<file path="config.mk">
export PLATFORM = sky130hd
export DESIGN_NAME = input_debouncer
export DESIGN_NICKNAME = d
export VERILOG_FILES = /design/src/rtl/input_debouncer.sv
export SDC_FILE = /design/constraint.sdc
export NUM_CORES = 1
export LEC_CHECK = 0
export ABC_CLOCK_PERIOD_IN_PS = 1700
export CORE_MARGIN = 5
export CORE_UTILIZATION = 55
export DETAILED_ROUTE_END_ITERATION = 8
export DONT_BUFFER_PORTS = 1
export PLACE_DENSITY_LB_ADDON = 0.1
export SYNTH_ARGS = -nofsm -noshare
export SYNTH_HDL_FRONTEND = slang
export SYNTH_SLANG_ARGS = --single-unit
</file>
<file path="constraint.sdc">
create_clock -name clk -period 1.7 [get_ports clk]
set_clock_uncertainty 0.2 [all_clocks]
set_input_delay 0.425 -clock clk [delete_from_list [all_inputs] [get_ports clk]]
set_output_delay 0.425 -clock clk [all_outputs]
set_load 0.02 [all_outputs]
</file>
<file path="src/rtl/input_debouncer.sv">
// input_debouncer: synchronises a raw input and commits a new level only after STABLE_CYCLES stable clocks.
// Optional abort counter on bounce_cnt when DEBOUNCE_BOUNCE_CNT_EN is defined.
module input_debouncer #(
  parameter int       SYNC_STAGES   = 2,
  parameter int       CNT_WIDTH     = 16,
  parameter int       STABLE_CYCLES = 50000,
  parameter bit       INIT_LEVEL    = 1'b0
) (
  input  logic clk,
  input  logic rst,
  input  logic in,
  output logic out,
  output logic busy
`ifdef DEBOUNCE_BOUNCE_CNT_EN
  ,
  output logic [7:0] bounce_cnt
`endif
);
  typedef enum logic [1:0] {STABLE_LO, CHECK_HI, STABLE_HI, CHECK_LO} state_t;
  localparam logic [CNT_WIDTH-1:0] LAST = CNT_WIDTH'(STABLE_CYCLES - 1);
  localparam state_t INIT_STATE = INIT_LEVEL ? STABLE_HI : STABLE_LO;
  state_t                 state_q, state_d;
  logic [SYNC_STAGES-1:0] sync_q, sync_d;
  logic [CNT_WIDTH-1:0]   cnt_q, cnt_d;
  logic                   out_q, out_d, busy_q, busy_d, abort, s;
  assign s      = sync_q[SYNC_STAGES-1];
  assign sync_d = {sync_q[SYNC_STAGES-2:0], in};
  always_comb begin
    state_d = state_q;
    cnt_d   = cnt_q;
    out_d   = out_q;
    abort   = 1'b0;
    case (state_q)
      STABLE_LO: if (s) begin
        state_d = CHECK_HI;
        cnt_d   = '0;
      end
      CHECK_HI: if (!s) begin
        state_d = STABLE_LO;
        cnt_d   = '0;
        abort   = 1'b1;
      end else if (cnt_q == LAST) begin
        state_d = STABLE_HI;
        out_d   = 1'b1;
        cnt_d   = '0;
      end else cnt_d = cnt_q + 1'b1;
      STABLE_HI: if (!s) begin
        state_d = CHECK_LO;
        cnt_d   = '0;
      end
      CHECK_LO: if (s) begin
        state_d = STABLE_HI;
        cnt_d   = '0;
        abort   = 1'b1;
      end else if (cnt_q == LAST) begin
        state_d = STABLE_LO;
        out_d   = 1'b0;
        cnt_d   = '0;
      end else cnt_d = cnt_q + 1'b1;
      default: state_d = INIT_STATE;
    endcase
    busy_d = (state_d == CHECK_HI) || (state_d == CHECK_LO);
  end
  always_ff @(posedge clk or negedge rst)
    if (!rst) begin
      sync_q  <= {SYNC_STAGES{INIT_LEVEL}};
      state_q <= INIT_STATE;
      cnt_q   <= '0;
      out_q   <= INIT_LEVEL;
      busy_q  <= 1'b0;
    end else begin
      sync_q  <= sync_d;
      state_q <= state_d;
      cnt_q   <= cnt_d;
      out_q   <= out_d;
      busy_q  <= busy_d;
    end
  assign out  = out_q;
  assign busy = busy_q;
`ifdef DEBOUNCE_BOUNCE_CNT_EN
  logic [7:0] bc_q, bc_d;
  // saturating so a long bounce storm cannot wrap back to a small count
  assign bc_d = (abort && bc_q != 8'hFF) ? bc_q + 8'd1 : bc_q;
  always_ff @(posedge clk or negedge rst)
    if (!rst) bc_q <= '0;
    else bc_q <= bc_d;
  assign bounce_cnt = bc_q;
`else
  logic unused_abort;
  assign unused_abort = abort;
`endif
endmodule

</file>
== After elaboration in Yosys (flattened, before gate mapping) ==
Index checks and enable logic that the tools add are counted.

* Register bits: 22
* Input port bits: 3
* Word-level logic and storage cells: 41

* Add/sub/neg operators: 1
* Eq/ne operators: 12
* Muxes and demuxes: 18
* Reduce and logical (&&, ||, !) cells: 5

{| class="wikitable"
|+ Operators by type and width
! cell !! count
|-
| 16-bit 2-to-1 mux || 5
|-
| 16-bit case mux with 4 select lines || 1
|-
| 16-bit by 1-bit adder with 16-bit output (second input constant) || 1
|-
| 16-bit equality test (second input constant) || 1
|-
| 2-bit 2-to-1 mux || 6
|-
| 2-bit != test (second input constant) || 6
|-
| 2-bit case mux with 4 select lines || 1
|-
| 2-bit equality test (second input constant) || 3
|-
| 5-bit AND reduction || 1
|-
| 2-bit by 1-bit equality test with 1-bit output (second input constant) || 2
|-
| 1-bit 2-to-1 mux || 4
|-
| 2-bit logical NOT || 1
|-
| 1-bit case mux with 2 select lines || 1
|-
| 2-bit AND reduction || 1
|-
| 2-bit nonzero test || 1
|-
| 1-bit logical OR || 1
|}

== Logic depth before layout (Yosys ltp) ==
* Depth after elaboration: 6
* Gate-level depth with buffers: 6

== Least setup slack after synthesis ==
OpenSTA, ideal clock, no wires.

* Path type: flip-flop to flip-flop
* From: register cnt_q[0]
* To: register cnt_q[13]
* Data arrival time: 1512 ps
* Data required time: 1418 ps
* Path slack: -94 ps
* Stages on the path, launching flop included: 7
* Clock period less this slack: 1794 ps
* Path through: dfrtp_1 -> ha_1 -> and3_2 -> nand4_1 -> clkbuf_1 -> nand3_1 -> a31oi_1

* Cells in the longest elaborated chain, start to end: 4

{| class="wikitable"
|+ RTL lines
! item !! line !! RTL
|-
| start, declared || 24 || <nowiki>logic [CNT_WIDTH-1:0] cnt_q, cnt_d;</nowiki>
|-
| start signal, assigned || 74 || <nowiki>cnt_q <= cnt_d;</nowiki>
|-
| 16-bit by 1-bit adder with 16-bit output or 16-bit equality test (tied branches) || n/a ||
|-
| 16-bit 2-to-1 mux (*) || 42, 55 ||
|-
| 16-bit 2-to-1 mux, on equally long branches || 51, 38 ||
|-
| 16-bit case mux with 4 select lines (*) || 33 || <nowiki>case (state_q)</nowiki>
|}

Every way passes the cells marked *; elsewhere a longest branch is shown, timed or not.
A chain may end at the register's enable or synchronous reset.

== Worst setup path after layout ==
* From: register cnt_q[0]
* To: register cnt_q[11]

The elaborated chain is that of the path after synthesis.

==> metrics.md <==
| Metric | Value |
|---|---|
| Outcome | complete, but fails checks |
| Failing checks | negative setup slack |
| Sink Count | 21 |
| Most area-consuming cells after synthesis | dfrtp_1 45%, a31oi_1 7.5%, nand2_1 4.2% |
| Crit Path Category | flop to flop |
| Row count | 16 |
| Fill cells | 120 |
| Cells after Synth | 124 |
| Seq/Total Area, Yosys | 45.0% |
| Crit-path max FO | 10 |
| H-tree depth | 1 |
| Fin util | 82.1% |
| Horiz. Die Dim | 56.1 µm |
| Leakage power total | 0.718 nW |
| Starting Density | 58.3% |
| Final setup margin | -168 ps |
| Initial antenna violation count | 0 |
| # IOs | 5 |
| Final hold vios | 0 |
| Post-synth EDFFs | 0 |
| Worst EP required | 1730 ps |
| Slew @ Worst Pin | 995 ps |
| Nets@finish | 163 |
| Worst path bufs/invs | 2 |
| Post-synth top area cell | dfrtp_1 |
| RSZ-0062 raised after global routing | yes |
| Finished Layout Cells | 185 |
| Remaining Overflow, GRT | 0 |
| Port bufs | 0 |
| Final setup violation count | 17 |
| Critical Path Start | cnt_q[0] |
| Asr flop ratio synth | 100% |
| Flops & latches, synth | 21 |
| Min cycle time layout | 1870 ps |
| CP endpoint kind | flop |
| Synth warnings | 0 |
| Synth Net Count | 128 |
| Total Die Area | 3140 µm² |
| Top-area cell type share of the netlist area | 45.0% |
| Clk slew on worst S/H paths | 130 ps |
| Delay-heaviest family, CP | flip-flops |
| Max incr delay on CP | 470 ps |
| Vias per std cell | 6.90 |
| Crit path launch type | flop |
| Routed wire length | 3.87 mm |
| CTS Buf Count | 3 |
| Global-route wire length before repair | 6.13 mm |
| Fmax achieved | 535 MHz |
| Placed cell count | 168 |
| Clk_lat worst skew | 320 ps |
| MaxCap Viol Count | 0 |
| DRC Markers | 0 |
| Pin count of the biggest net entering global routing | 22 |
| Area Overhead vs Synth | 40.7% |
| GP Congestion | 0.828 |
| CP max-delay cell | dfrtp_2 |
| Vias in the first global route | 1313 |
| Slew Viols, Final | 0 |
| Reg2reg start | cnt_q[0] |
| 1st-iter DRT viols | 68 |
| Post-Syn Area | 1170 µm² |
| Average size of a mapped cell | 9.41 µm² |
| Worst Path Arrival | 1900 ps |
| Clock Path Buffers | 2 |
| Layout cells sized above 1 | 42.4% |
| Rel. slew slack | 33.7% |
| CTS root buffer | clkbuf_4 |
| CTS tree | done |
| Via total after detailed routing | 1277 |
| Number of distinct library cells after synthesis | 39 |
| Synth Flop Type | dfrtp_1 |
| Hold Path Class | input pin to async pin |
| Pwr Density | 524 nW/µm² |
| Antenna cell count | 0 |
| Hpwl dp | 1.96 mm |
| Avg WL per Cell | 20.9 µm |
| GRT Overall Usage | 24.9% |
| Detailed-router iteration count before antenna repair | 5 |
| Worst VDD drop | 538 µV |
| Core Area | 2000 µm² |
| Final Cycle Share | 110% |
| Die Y-Extent | 56.1 µm |
| Crit-path cells | ha_4 > and3_4 > nand4_1 > buf_4 > buf_6 > o211ai_1 > a31oi_1 |
| Antenna Violating Nets Remaining | 0 |
==> sequential cells by signal, indices dropped and copies added, names as in the netlist <==
signal,flops
sync_q,2
cnt_q,16
out,1
state_q,2
==> stage by stage <==
stage | power (W) | hold WS (ps) | area [µm²] | setup TNS (ps) | setup slack [ps]
after floorplan | 0.000557 | -70.6 | 1190 | -41.6 | -23.4
after global placement | 0.000578 | -70.1 | 1360 | -1270 | -141
after detailed placement | 0.000580 | -70.1 | 1360 | -1820 | -170
after CTS | 0.000852 | 165 | 1610 | -528 | -64.1
after global routing | 0.000899 | 173 | 1640 | -3000 | -219
final | 0.000861 | 125 | 1640 | -1750 | -168
==> cell usage in the layout (no fill, tap or decap), types with 3 or more instances in the layout <==
master and count:
a31oi_1 13, nand2_2 3, buf_6 7, or4_4 3
dfrtp_2 4, nand3_1 6, o21ai_1 4, o22ai_1 3
nand2_1 10, o211ai_1 4, nand4_1 4, dfrtp_1 17
inv_1 7, buf_4 28, clkbuf_4 3
==> synth_stat cells, types with 2 or more instances <==
cell type,n
a41oi_1,2
o21ai_0,3
o21ai_1,2
o211ai_1,4
inv_1,7
nand4_1,4
nand3_1,7
and2_1,3
a31oi_1,14
or4_1,2
and4_1,2
nor3_1,3
buf_2,3
nor4bb_1,2
nor4_1,2
nand2_1,13
and3_1,2
nor2_1,3
o22ai_1,3
clkbuf_1,4
dfrtp_1,21
==> cell type report <==
cell class	instances	area, µm²	share of cell area [%]
Timing Repair Buffer	37	312	19.0
Multi-Input combinational cell	89	711	43.3
Clock inverter	1	7.51	0.457
Tap cell	27	33.8	2.06
Clock buffer	3	22.5	1.37
Inverter	7	26.3	1.60
Sequential cell	21	531	32.3
==> power by group <==
part | switching [W] | internal (W) | total [W] | leakage (nW)
logic | 0.0000509 | 0.0000306 | 0.0000815 | 0.425
clock network | 0.000171 | 0.0000899 | 0.000261 | 0.0139
registers | 0.0000100 | 0.000508 | 0.000518 | 0.279
total | 0.000232 | 0.000628 | 0.000861 | 0.718
==> final timing paths <==
kind	cells past startpoint	to	slack, ps
max	7	cnt_q[11]	-170
min	1	cnt_q[6]	130
max reg2reg	7	cnt_q[11]	-170
min reg2reg	0	sync_q[1]	160
max in group asynchronous	1	cnt_q[10]	510
min in group clk	0	sync_q[1]	160
==> what timing repair did <==
| action | 4_1_cts | 5_1_grt |
|---|---|---|
| cloned | 2 | 0 |
| setup buffers | 9 | 0 |
| pin swaps | 17 | 4 |
| endpoints found under the hold margin | 22 | 0 |
| hold buffers | 2 | 0 |
| setup endpoints to repair | 18 | 21 |
| gates resized for setup | 28 | 10 |
==> kinds of logic after synthesis <==
| group | share of synthesized area [%] |
|---|---|
| adders and majority gates | 1.07 |
| DFF | 45.0 |
| buffers and inverters | 4.82 |
| AOI/OAI and AO/OA | 19.9 |
| muxes | 0.965 |
| xor gates and xnor gates | 1.50 |
| and+or+nand+nor | 26.7 |
==> layer usage <==
metal | vias to the layer above | GRT usage, % | part of all wire, %
li1 | 545 | - | -
met1 | 612 | 30.3 | 38
met2 | 90 | 42.1 | 47
met3 | 30 | 4.18 | 9.6
met4 | 0 | 12.2 | 5.0
met5 | - | 0 | 0
Note: power is estimated with default switching activity, not from simulation.
